$ cat src/rtl/tt_um_nibble_sum_uart_tx.sv
// Nibble-sum UART transmitter: on a start strobe, capture ui_in, add its two nibbles
// and send the zero-extended sum (or the raw byte in raw mode) as one 8N1 frame.
module tt_um_nibble_sum_uart_tx #(
  parameter int unsigned CLKS_PER_BIT = 434,
  parameter int unsigned SYNC_STAGES  = 2
) (
  input  logic [7:0] ui_in,
  output logic [7:0] uo_out,
  input  logic [7:0] uio_in,
  output logic [7:0] uio_out,
  output logic [7:0] uio_oe,
  input  logic       ena,
  input  logic       clk,
  input  logic       rst_n
);

  localparam int unsigned CntW = (CLKS_PER_BIT > 1) ? $clog2(CLKS_PER_BIT) : 1;
  localparam logic [CntW-1:0] CntLast = CntW'(CLKS_PER_BIT - 1);

  typedef enum logic [1:0] {StIdle, StStart, StData, StStop} state_e;

  state_e state_q, state_d;

  logic [SYNC_STAGES-1:0] strobe_sync_q;
  logic [SYNC_STAGES-1:0] mode_sync_q;
  logic                   strobe_prev_q;
  logic                   strobe_s;
  logic                   mode_s;
  logic                   start_edge;

  logic [CntW-1:0] baud_q, baud_d;
  logic [2:0]      bit_idx_q, bit_idx_d;
  logic [7:0]      shift_q, shift_d;
  logic [4:0]      sum_q, sum_d;
  logic            done_q, done_d;

  logic [4:0] nib_sum;
  logic       bit_end;
  logic       tx;
  logic       busy;
  logic       unused;

  assign strobe_s   = strobe_sync_q[SYNC_STAGES-1];
  assign mode_s     = mode_sync_q[SYNC_STAGES-1];
  assign start_edge = strobe_s & ~strobe_prev_q;

  // Carry is kept: 15 + 15 = 30 needs all five bits.
  assign nib_sum = {1'b0, ui_in[3:0]} + {1'b0, ui_in[7:4]};
  assign bit_end = (baud_q == CntLast);

  // Synchronise the asynchronous strobe and mode pins, and remember the previous strobe.
  always_ff @(posedge clk or negedge rst_n) begin
    if (!rst_n) begin
      strobe_sync_q <= '0;
      mode_sync_q   <= '0;
      strobe_prev_q <= 1'b0;
    end else begin
      strobe_sync_q <= {strobe_sync_q[SYNC_STAGES-2:0], uio_in[0]};
      mode_sync_q   <= {mode_sync_q[SYNC_STAGES-2:0], uio_in[1]};
      strobe_prev_q <= strobe_s;
    end
  end

  // FSM state register.
  always_ff @(posedge clk or negedge rst_n) begin
    if (!rst_n) begin
      state_q <= StIdle;
    end else begin
      state_q <= state_d;
    end
  end

  // FSM next state: edges outside IDLE are dropped, not queued.
  always_comb begin
    state_d = state_q;
    case (state_q)
      StIdle:  if (start_edge) state_d = StStart;
      StStart: if (bit_end) state_d = StData;
      StData:  if (bit_end && (bit_idx_q == 3'd7)) state_d = StStop;
      StStop:  if (bit_end) state_d = StIdle;
      default: state_d = StIdle;
    endcase
  end

  // FSM outputs: line idles high, start bit low, data from the shifter LSB.
  always_comb begin
    tx   = 1'b1;
    busy = 1'b1;
    case (state_q)
      StIdle:  busy = 1'b0;
      StStart: tx = 1'b0;
      StData:  tx = shift_q[0];
      StStop:  tx = 1'b1;
      default: begin
        tx   = 1'b1;
        busy = 1'b0;
      end
    endcase
  end

  // Datapath next state: capture, baud counting, shifting and the done pulse.
  always_comb begin
    baud_d    = '0;
    bit_idx_d = bit_idx_q;
    shift_d   = shift_q;
    sum_d     = sum_q;
    // Registered so done lands on the first IDLE cycle, together with busy=0.
    done_d    = (state_q == StStop) && bit_end;
    if (state_q == StIdle) begin
      bit_idx_d = '0;
      if (start_edge) begin
        shift_d = mode_s ? ui_in : {3'b000, nib_sum};
        sum_d   = nib_sum;
      end
    end else begin
      baud_d = bit_end ? '0 : baud_q + 1'b1;
      if ((state_q == StData) && bit_end) begin
        shift_d   = {1'b0, shift_q[7:1]};
        bit_idx_d = bit_idx_q + 3'd1;
      end
    end
  end

  // Datapath registers.
  always_ff @(posedge clk or negedge rst_n) begin
    if (!rst_n) begin
      baud_q    <= '0;
      bit_idx_q <= '0;
      shift_q   <= '0;
      sum_q     <= '0;
      done_q    <= 1'b0;
    end else begin
      baud_q    <= baud_d;
      bit_idx_q <= bit_idx_d;
      shift_q   <= shift_d;
      sum_q     <= sum_d;
      done_q    <= done_d;
    end
  end

  assign uo_out  = {sum_q, done_q, busy, tx};
  assign uio_out = 8'h00;
  assign uio_oe  = 8'h00;

  assign unused = &{1'b0, ena, uio_in[7:2]};

endmodule
$ cat config.mk
export PLATFORM = sky130hd
export DESIGN_NAME = tt_um_nibble_sum_uart_tx
export DESIGN_NICKNAME = d
export VERILOG_FILES = /design/src/rtl/tt_um_nibble_sum_uart_tx.sv
export SDC_FILE = /design/constraint.sdc
export NUM_CORES = 1
export LEC_CHECK = 0
export ABC_CLOCK_PERIOD_IN_PS = 4450
export CAP_MARGIN = 20
export CORE_MARGIN = 3
export CORE_UTILIZATION = 53
export CTS_CLUSTER_SIZE = 16
export DETAILED_ROUTE_END_ITERATION = 8
export GPL_TIMING_DRIVEN = 0
export PLACE_DENSITY = 0.93
export SETUP_SLACK_MARGIN = 0.4
export SLEW_MARGIN = 30
export SYNTH_ARGS = -nofsm -noshare
export SYNTH_HDL_FRONTEND = slang
export SYNTH_SLANG_ARGS = --single-unit
$ cat constraint.sdc
create_clock -name clk -period 4.45 [get_ports clk]
set_clock_uncertainty 0.05 [all_clocks]
set_input_delay 0.89 -clock clk [delete_from_list [all_inputs] [get_ports clk]]
set_output_delay 0.89 -clock clk [all_outputs]
set_load 0.05 [all_outputs]
; Word level (Yosys, flattened, before mapping)
; Index checks and enable logic that the tools add are counted.
[totals]
register_bits = 33
mem_bits_ro = 0
in_bits = 19
mem_bits_rw = 0
wordCells = 46
latchBits = 0
output_inout_bits = 24
memories = 0
[classes]
shift = 0
n_lt_le_gt_ge = 0
eq_ne = 9
n_mux = 15
multipliers = 0
n_reduce_logical = 8
n_bitwise = 2
div_mod_pow = 0
addsub = 3
[ops]
columns = op, n
row1 = $mux W8, 4
row2 = $mux W9, 2
row3 = $add A9 B1 Y9 const B, 1
row4 = $eq A9 B9 Y1 const B, 1
row5 = $mux W2, 4
row6 = $ne A2 B2 Y1 const B, 4
row7 = $pmux W2 S4, 1
row8 = $mux W3, 2
row9 = $add A4 B4 Y5, 1
row10 = $eq A2 B2 Y1 const B, 2
row11 = $reduce_and A2 Y1, 2
row12 = $reduce_and A4 Y1, 1
row13 = $add A3 B1 Y3 const B, 1
row14 = $eq A3 B3 Y1 const B, 1
row15 = $logic_and A1 B1 Y1, 3
row16 = $eq A2 B1 Y1 const B, 1
row17 = $logic_not A2 Y1, 1
row18 = $pmux W1 S2, 1
row19 = $reduce_bool A2 Y1, 1
row20 = $and A1 B1 Y1, 1
row21 = $mux W1, 1
row22 = $not A1 Y1, 1

; Depth between registers and ports, before layout
; Gate-level depths: netlist of the first run.
[logic_depth]
ltp_word = 4
mapped_depth = 8
depth_no_buf = 7

; Worst setup path after synthesis of the first run
; Ideal clock, no wire load.
[synth_timing]
path_type = reg2out
startpoint = register state_q[0]
endpoint = output port uo_out[0]
path_stages_with_launch = 7
required_time_ps = 3510
setup_slack_ps = 2332
t_arrival_ps = 1178
path_buffers = 2
cell_sequence = dfrtp_1 > inv_1 > ha_1 > clkbuf_1 > nand2_1 > o21ai_0 > buf_4
[synth_via]
elab_chain_len = 2
word_cells_on_any_way = 3
classes_between = 2 x eq/ne / 1 x mux
[synth_rtl]
columns = element, line_no
row1 = start: declaration, 22  ; state_e state_q, state_d;
row2 = start signal: assignment, 67  ; state_q <= StIdle;
row3 = start signal: assignment, 69  ; state_q <= state_d;
row4 = $eq A2 B2 Y1 / $eq A2 B1 Y1 (equally long branches), 89  ; case (state_q)
row5 = $pmux W1 S2 (*), 89
row6 = end: declaration, 8  ; output logic [7:0] uo_out,
; Mark *: on every way between the ends. The rest lies on a longest branch, timed or not.

; Final worst setup path of the first run
; Same ends and word-level chain as after synthesis.

==> impl_metrics.tcl, run 1 <==
set metrics [dict create \
    grt.overflow.total 0 \
    finalCriticalPeriod_ns 3.33 \
    worstMarginPinSlew_ns 0.620 \
    postPlaceCellArea_um2 2180 \
    endpoint_kind "output pin" \
    ys_warn_count 0 \
    drive_gt1_share_pct 16.9 \
    setup-tns-final_ns 0 \
    cts_resized 0 \
    synthToLayoutAreaGrowth_pct 20.4 \
    synth_common_cells "33 x dfrtp_1, 20 x buf_4, 14 x nor2_1" \
    design_area_um2 2230 \
    path_clk_slew_ns 0.08 \
    cts_buffer_depth 2 \
    ys_top_cells_by_area "dfrtp_1 45%, buf_4 8.1%, ha_1 8.1%" \
    start_util_pct 57.9 \
    pin_count 43 \
    grt_pass1_vias 1318 \
    power_density_nw_per_um2 541 \
    drv_cap 0 \
    ys_seq_area_share_pct 44.5 \
    grt_first_pass_wirelength_um 5700 \
    status "finished, final reports clean" \
    critical_path.startpoint_type "register" \
    final-setup-viol-count 0 \
    final_antenna_net_count 0 \
    cts-hold-fix-buffers 0 \
    drt-initial-drc-count 52 \
    root_buffer "clkbuf_4" \
    numCtsBuffers 5 \
    wl_per_cell_um 12.4 \
    core_area_um2 3200 \
    async_flop_share_pct 100 \
    crit_fanout 9 \
    syn_avg_cell_area_um2 10.1 \
    routed_wl_um 3340 \
    cts_sinks 33 \
    postCtsSetupRepairBufs 0 \
    ys.flop_type "dfrtp_1" \
    rsz0062_at_grt "no" \
    fmax_ghz 0.300 \
    yosys.area.top_type "dfrtp_1" \
    synth_seq_cells 33 \
    yosysMostFrequentCell "dfrtp_1" \
    synth_top_cell_area_share_pct 44.5 \
    hpwl_um 2650 \
    nets 257 \
    port_buffers 19 \
    vias 1347 \
    synthDistinctLibCells 41 \
    cp.required_ns 3.51 \
    viasPerCell 5.01 \
    die_x_um 65.2 \
    timing.final.crit_share_pct 74.8 \
    place_congestion 0.897 \
    die_h_um 65.2 \
    setup_slack_ns 1.12 \
    cp.arrival_ns 2.39 \
    min_path_type "reg -> reg" \
    drt-pass1-iter-count 4 \
    insertion_delay_ns 0.33 \
    ir_drop_uv 337 \
    synthCells 183 \
    track_usage_pct 17.8 \
    route.detailed.drc 0 \
    finalHoldViolCount 0 \
    post-place-ws_ns 1.48 \
    antenna_found_initial 0 \
    grt_start_max_net_pins 19 \
    leakagePower_nw 1.07 \
    htreeDepth 2 \
    slew_headroom_pct 58.4 \
    antenna_cells 0 \
    num_rows 20 \
    maxSlewViolCount 0 \
    synth-edff-count 0 \
    critPathKind "reg -> out" \
    utilization_pct 69.8 \
    synth_area_um2 1860 \
    cts_tree "built" \
    dieArea_um2 4250 \
]
per-stage QoR:
step	std cells	hold WS (ns)	total power, W
after floorplan	198	0.281	0.000886
after global placement	261	0.282	0.00102
after detailed placement	262	0.288	0.00106
after CTS	269	0.305	0.00122
after global routing	269	0.304	0.00130
final	269	0.304	0.00121
area by class of cell:
type / instances / area (µm²)
multi-input cells: 127 / 860
well taps: 44 / 55.1
plain buffers: 25 / 178
fillers: 264 / 968
clock buffers: 7 / 55.1
inverters: 13 / 48.8
repair buffers: 20 / 213
flip-flops and latches: 33 / 826
cells in the final DEF, fill, tap and decap left out, drive strengths merged, types with 2 or more instances in the layout:
cell and count:
dfrtp 33, buf 24, clkdlybuf4s50 18, conb 16, nor2 15, inv 13, nand2 12, ha 12
a21oi 11, o21ai 10, clkbuf 10, xor2 6, nand3 4, o211ai 4, xnor2 3, nor3 3
mux2 3, nand4 2, or3 2, nor2b 2, nand2b 2, o32a 2, and3 2, a31oi 2
state kept, by name, summed over array words and instances (netlist names):
register / cells
strobe_prev_q: 1
state_q: 2
bit_idx_q: 3
mode_sync_q: 2
sum_q: 5
strobe_sync_q: 2
baud_q: 9
done_q: 1
shift_q: 8
routing by layer:
layer / routed length, µm / GRT usage [%] / vias to the layer above
li1: - / - / 670
met1: 1360 / 19.6 / 630
met2: 1700 / 31.2 / 40
met3: 220 / 5.64 / 7
met4: 59 / 7.51 / 0
met5: 0 / 0 / -
critical path, stage by stage, from the launching register on:
cell             delay [ns]
dfrtp_1                0.42
inv_1                  0.10
ha_1                   0.15
clkbuf_1               0.30
nand2_1                0.09
o21ai_0                0.08
buf_4                  0.13
clkdlybuf4s50_1        0.78
kinds of logic (layout without fill, tap and decap cells):
logic type	Yosys count	in the layout	synth area share [%]
multiplexers	4	4	2.36
AND/OR/NAND/NOR	51	51	15.2
flip-flops	33	33	44.5
other	1	16	0.202
adder cells (fa/ha/maj)	13	13	9.17
AO/OA/AOI/OAI	34	34	12.1
XOR/XNOR	9	9	4.25
buffers and inverters	38	65	12.2
power breakdown:
part | switching [W] | internal, W | leakage, nW
Clock | 0.0000890 | 0.0000744 | 0.0314
Sequential | 0.0000600 | 0.000387 | 0.413
Combinational | 0.000367 | 0.000232 | 0.629
worst paths after layout:
check,to,depth (start not counted),slack (ns),from
min in group asynchronous,sum_q[3]$_DFFE_PN0P_,1,0.43,rst_n
worst max-delay path,uo_out[0],7,1.12,state_q[0]$_DFFE_PN0P_
max in group asynchronous,baud_q[2]$_DFF_PN0_,2,3.50,rst_n
worst max register to register,shift_q[0]$_DFFE_PN0P_,6,2.44,state_q[0]$_DFFE_PN0P_
worst min-delay path,mode_sync_q[1]$_DFF_PN0_,0,0.30,mode_sync_q[0]$_DFF_PN0_
worst min register to register,mode_sync_q[1]$_DFF_PN0_,0,0.30,mode_sync_q[0]$_DFF_PN0_
No activity file was read; power rests on OpenSTA's default activity.
==> run 2: changes to the inputs <==
--- a/config.mk
+++ b/config.mk
@@ -5,14 +5,14 @@
 export SDC_FILE = /design/constraint.sdc
 export NUM_CORES = 1
 export LEC_CHECK = 0
-export ABC_CLOCK_PERIOD_IN_PS = 4450
+export ABC_CLOCK_PERIOD_IN_PS = 3450
 export CAP_MARGIN = 20
 export CORE_MARGIN = 3
-export CORE_UTILIZATION = 53
+export CORE_UTILIZATION = 50
 export CTS_CLUSTER_SIZE = 16
 export DETAILED_ROUTE_END_ITERATION = 8
 export GPL_TIMING_DRIVEN = 0
-export PLACE_DENSITY = 0.93
+export PLACE_DENSITY = 0.89
 export SETUP_SLACK_MARGIN = 0.4
 export SLEW_MARGIN = 30
 export SYNTH_ARGS = -nofsm -noshare
==> constraint.sdc (replaced) <==
create_clock -name clk -period 3.45 [get_ports clk]
set_clock_uncertainty 0.05 [all_clocks]
set_input_delay 0.69 -clock clk [delete_from_list [all_inputs] [get_ports clk]]
set_output_delay 0.69 -clock clk [all_outputs]
set_load 0.05 [all_outputs]
==> run 2 against run 1 <==
  * Sequential share of layout area is 1.0 points lower
  * Wire length grew 4.5%
  * Sequential cell count unchanged
  * Highest routed layer unchanged
  * Count of clock-buffer cells in the layout stayed put
  * Utilization down 3.0 points
  * Combinational power rose by 28%
  * Worst hold slack got worse by 0.063 ns
  * Register-to-register slack worse by 0.95 ns
==> impl_metrics.tcl, run 2 (synthesized netlist as in run 1, its figures left out) <==
set metrics [dict create \
    core_area_um2 3440 \
    cp.required_ns 2.71 \
    finalCriticalPeriod_ns 2.80 \
    root_buffer "clkbuf_8" \
    num_rows 21 \
    power_w 0.00172 \
    die_x_um 66.9 \
    start_util_pct 53.9 \
    timing.final.crit_share_pct 81.3 \
    cts_sinks 33 \
    status "finished, final reports clean" \
    route.detailed.drc 0 \
    antenna_found_initial 0 \
    path_clk_slew_ns 0.07 \
    crit_fanout 9 \
    slew_headroom_pct 58.1 \
    met1_usage_pct 19.4 \
    numCtsBuffers 5 \
    wl_per_cell_um 12.8 \
    mostFrequentLayoutCells "33 x dfrtp_1, 20 x buf_4, 16 x conb_1, 16 x clkdlybuf4s50_1, 14 x nor2_1" \
    track_usage_pct 17.3 \
    grt_start_max_net_pins 23 \
    final_antenna_net_count 0 \
    hpwl_um 2620 \
    cp.arrival_ns 2.06 \
    maxSlewViolCount 0 \
    largest_register "baud_q" \
    grt_first_pass_wirelength_um 5810 \
    power_density_nw_per_um2 746 \
    vias 1372 \
    grt_pass1_vias 1358 \
    drv_cap 0 \
    endpoint_kind "output pin" \
    htreeDepth 2 \
    r2r_cells 6 \
    insertion_delay_ns 0.28 \
    critical_path.startpoint_type "register" \
    drt-initial-drc-count 31 \
    drive_gt1_share_pct 17.3 \
    port_buffers 19 \
    finalHoldViolCount 0 \
    reg_top3 "baud_q x9, shift_q x8, sum_q x5" \
    synthToLayoutAreaGrowth_pct 23.9 \
    viasPerCell 5.04 \
    postCtsSetupRepairBufs 0 \
    cts_tree "built" \
    nets 257 \
    antenna_cells 0 \
    use_met2_pct 30.6 \
    leakagePower_nw 1.11 \
    crit_start "state_q[0]$_DFFE_PN0P_" \
    drt-pass1-iter-count 5 \
    min_path_type "in -> async" \
    layout_commonest_cell "dfrtp_1" \
    cts_buffer_depth 2 \
    cts-hold-fix-buffers 0 \
    place_congestion 0.831 \
    cts_resized 1 \
    critPathKind "reg -> out" \
    worstMarginPinSlew_ns 0.624 \
    regArea_um2 826 \
    pin_count 43 \
    rsz0062_at_grt "no" \
    setup-tns-final_ns 0 \
    fmax_ghz 0.357 \
    r2r_start "state_q[0]$_DFFE_PN0P_" \
    dieArea_um2 4480 \
    largest_register_ffs 9 \
    busiest_layer "met2" \
    grtUsageMet3_pct 5.56 \
    ir_drop_uv 465 \
    final-setup-viol-count 0 \
    die_h_um 66.9 \
    routed_wl_um 3490 \
    multi_input_area_um2 860 \
    grt.overflow.total 0 \
    nFillCells 286 \
]
-- run 2: worst max-delay path, stage by stage, from the launching register on --
cell and delay [ns]:
dfrtp_1 0.41, inv_1 0.10, ha_1 0.14, clkbuf_1 0.30, nand2_1 0.10, o21ai_0 0.09, buf_4 0.13, dlygate4sd2_1 0.52
-- run 2: path summary, 6_finish.rpt --
| check | to | slack [ns] |
|---|---|---|
| worst max-delay path | uo_out[0] | 0.65 |
| worst min-delay path | shift_q[6]$_DFFE_PN0P_ | 0.24 |
| worst max register to register | shift_q[0]$_DFFE_PN0P_ | 1.49 |
| worst min register to register | strobe_sync_q[1]$_DFF_PN0_ | 0.30 |
| max in group asynchronous | baud_q[2]$_DFF_PN0_ | 2.70 |
| min in group clk | strobe_sync_q[1]$_DFF_PN0_ | 0.30 |
-- run 2: through the flow --
step	hold WS (ns)	utilization [%]	setup WS, ns	instances	area [µm²]
final	0.241	66.8	0.646	272	2300
after global placement	0.281	62.7	0.708	263	2160
after detailed placement	0.285	63.4	0.670	264	2180
after global routing	0.249	66.8	0.485	272	2300
after floorplan	0.281	-	1.53	198	1910
after CTS	0.246	66.7	0.474	272	2300
-- run 2: final cells by class --
| class | count | share of cell area (%) |
|---|---|---|
| Buffer | 25 | 7.73 |
| Clock buffer | 7 | 3.75 |
| Clock inverter | 1 | 1.31 |
| Inverter | 13 | 2.12 |
| Multi-Input combinational cell | 127 | 37.4 |
| Sequential cell | 33 | 35.9 |
| Tap cell | 46 | 2.50 |
| Timing Repair Buffer | 20 | 9.30 |
-- run 2: power by group --
group	total, W	internal (W)	leakage, nW	switching [W]
sequential	0.000578	0.000501	0.413	0.0000772
combinational	0.000768	0.000293	0.635	0.000475
clock	0.000371	0.000235	0.0585	0.000136
total	0.00172	0.00103	1.11	0.000688
-- run 2: metal layers --
layer / routed length, µm / up-vias
met4: 29 / 0
met3: 200 / 6
met1: 1470 / 658
met2: 1800 / 35
met5: 0 / -
li1: - / 673
==> run 3: changes to the inputs <==
--- a/config.mk
+++ b/config.mk
@@ -5,14 +5,14 @@
 export SDC_FILE = /design/constraint.sdc
 export NUM_CORES = 1
 export LEC_CHECK = 0
-export ABC_CLOCK_PERIOD_IN_PS = 3450
+export ABC_CLOCK_PERIOD_IN_PS = 2530
 export CAP_MARGIN = 20
 export CORE_MARGIN = 3
-export CORE_UTILIZATION = 50
+export CORE_UTILIZATION = 45
 export CTS_CLUSTER_SIZE = 16
 export DETAILED_ROUTE_END_ITERATION = 8
 export GPL_TIMING_DRIVEN = 0
-export PLACE_DENSITY = 0.89
+export PLACE_DENSITY = 0.85
 export SETUP_SLACK_MARGIN = 0.4
 export SLEW_MARGIN = 30
 export SYNTH_ARGS = -nofsm -noshare
==> constraint.sdc (replaced) <==
create_clock -name clk -period 2.53 [get_ports clk]
set_clock_uncertainty 0.05 [all_clocks]
set_input_delay 0.506 -clock clk [delete_from_list [all_inputs] [get_ports clk]]
set_output_delay 0.506 -clock clk [all_outputs]
set_load 0.05 [all_outputs]
==> run 3 against run 2 <==
  * Sequential cell count unchanged
  * Design area up 1.4%
  * Global-route usage down 1.8 points
  * Largest cell class unchanged
  * Combinational power up 50%
  * First-iteration DRC count up 68%
  * Register-to-register slack worse by 0.84 ns
  * Non-clock buffer count up 3
  * Count of clock-buffer cells in the layout unchanged
==> impl_metrics.tcl, run 3 (synthesized netlist as in run 1, its figures left out) <==
set metrics [dict create \
    crit_fanout 10 \
    drt-initial-drc-count 52 \
    min_path_type "in -> async" \
    die_h_um 70.2 \
    power_w 0.00238 \
    timing.final.crit_share_pct 81.0 \
    pin_count 43 \
    cts_tree "built" \
    grt_start_max_net_pins 19 \
    wl_per_cell_um 12.4 \
    worstMarginPinSlew_ns 0.588 \
    largest_register_ffs 9 \
    drt-pass1-iter-count 4 \
    port_buffers 19 \
    vias 1367 \
    critical_path.startpoint_type "register" \
    start_util_pct 48.5 \
    cts-hold-fix-buffers 0 \
    largest_register "baud_q" \
    grt.overflow.total 0 \
    layout_commonest_cell "dfrtp_1" \
    final-setup-viol-count 0 \
    viasPerCell 4.94 \
    power_density_nw_per_um2 1020 \
    rsz0062_at_grt "yes" \
    cts_buffer_depth 2 \
    numCtsBuffers 5 \
    cp.arrival_ns 1.49 \
    path_clk_slew_ns 0.07 \
    track_usage_pct 15.6 \
    synthToLayoutAreaGrowth_pct 25.6 \
    root_buffer "clkbuf_8" \
    mostFrequentLayoutCells "33 x dfrtp_1, 23 x buf_4, 16 x conb_1, 16 x clkdlybuf4s50_1, 14 x nor2_1" \
    critPathKind "reg -> out" \
    route.detailed.drc 0 \
    finalHoldViolCount 0 \
    fmax_ghz 0.488 \
    cp.required_ns 1.97 \
    post-place-ws_ns -0.0596 \
    endpoint_kind "output pin" \
    maxSlewViolCount 0 \
    grt_first_pass_wirelength_um 6040 \
    slew_headroom_pct 60.6 \
    final_antenna_net_count 0 \
    leakagePower_nw 1.11 \
    htreeDepth 2 \
    setup_slack_ns 0.481 \
    num_rows 22 \
    status "finished, final reports clean" \
    cts_sinks 33 \
    nets 260 \
    antenna_cells 0 \
    core_area_um2 3830 \
    insertion_delay_ns 0.29 \
    hpwl_um 2550 \
    finalCriticalPeriod_ns 2.05 \
    antenna_found_initial 0 \
    dieArea_um2 4930 \
    place_congestion 0.861 \
    grt_pass1_vias 1345 \
    routed_wl_um 3440 \
    drive_gt1_share_pct 21.8 \
    ir_drop_uv 535 \
    die_x_um 70.2 \
    reg_top3 "baud_q x9, shift_q x8, sum_q x5" \
    drv_cap 0 \
]
==> run 3: cell types whose count changed in the layout (fill, tap and decap cells not counted), sizes merged <==
cell / previous run / this run
inv: 13 / 12
dlymetal6s2s: 1 / 0
buf: 24 / 29
clkinv: 0 / 1
clkinvlp: 0 / 1
bufinv: 1 / 0
dlygate4sd2: 1 / 0
==> run 3: cell type report <==
class | count | area, µm²
clock buffer | 7 | 96.3
inverter | 13 | 52.6
timing repair buffer | 23 | 234
sequential | 33 | 826
multi-input combinational | 127 | 872
fill | 324 | 1500
tap | 48 | 60.1
clock inverter | 1 | 5.00
buffer | 25 | 185
==> run 3: path summary, 6_finish.rpt <==
path                                             from  slack, ns  cells after the start                         end
max                            state_q[1]$_DFFE_PN0P_       0.48                      6                   uo_out[1]
min                                             rst_n       0.09                      1    mode_sync_q[1]$_DFF_PN0_
max reg2reg                    state_q[1]$_DFFE_PN0P_       0.65                      8      shift_q[3]$_DFFE_PN0P_
min reg2reg                strobe_sync_q[0]$_DFF_PN0_       0.30                      0  strobe_sync_q[1]$_DFF_PN0_
max in group asynchronous                       rst_n       1.93                      2            done_q$_DFF_PN0_
min in group clk           strobe_sync_q[0]$_DFF_PN0_       0.30                      0  strobe_sync_q[1]$_DFF_PN0_
==> run 3: per-layer routing <==
metal	vias up	GRT usage [%]	wire length, µm
met4	0	7.02	62
met3	6	5.32	209
met2	40	25.4	1720
li1	680	-	-
met5	-	0	0
met1	641	18.5	1450
==> run 3: per-stage QoR <==
| step | cells | utilization (%) | hold slack [ns] | TNS, ns | cell area, µm² |
|---|---|---|---|---|---|
| 2_1_floorplan | 198 | - | 0.160 | 0 | 1910 |
| 3_3_place_gp | 265 | 56.5 | 0.285 | -0.0178 | 2160 |
| 3_5_place_dp | 266 | 57.1 | 0.289 | -0.0596 | 2180 |
| 4_1_cts | 276 | 60.2 | 0.0879 | 0 | 2300 |
| 5_1_grt | 277 | 60.9 | 0.0949 | 0 | 2330 |
| 6_report | 277 | 60.9 | 0.0899 | 0 | 2330 |
==> run 3: where the power goes <==
part,leakage [nW],internal (W),switching (W)
registers,0.413,0.000683,0.000111
logic,0.646,0.000468,0.000678
clock network,0.0542,0.000246,0.000191
total,1.11,0.00140,0.000980
==> run 3: timing repair <==
item,CTS,global route
buffers inserted,2,1
endpoints found under the setup margin,2,3
hold endpoints to repair,0,0
pin swaps,0,1
resized for setup,15,9
==> run 3: critical path, stage by stage, from the launching register on <==
cell,delay (ns)
dfrtp_1,0.42
inv_2,0.10
ha_4,0.14
buf_6,0.13
clkinvlp_4,0.10
buf_4,0.14
buf_4,0.18
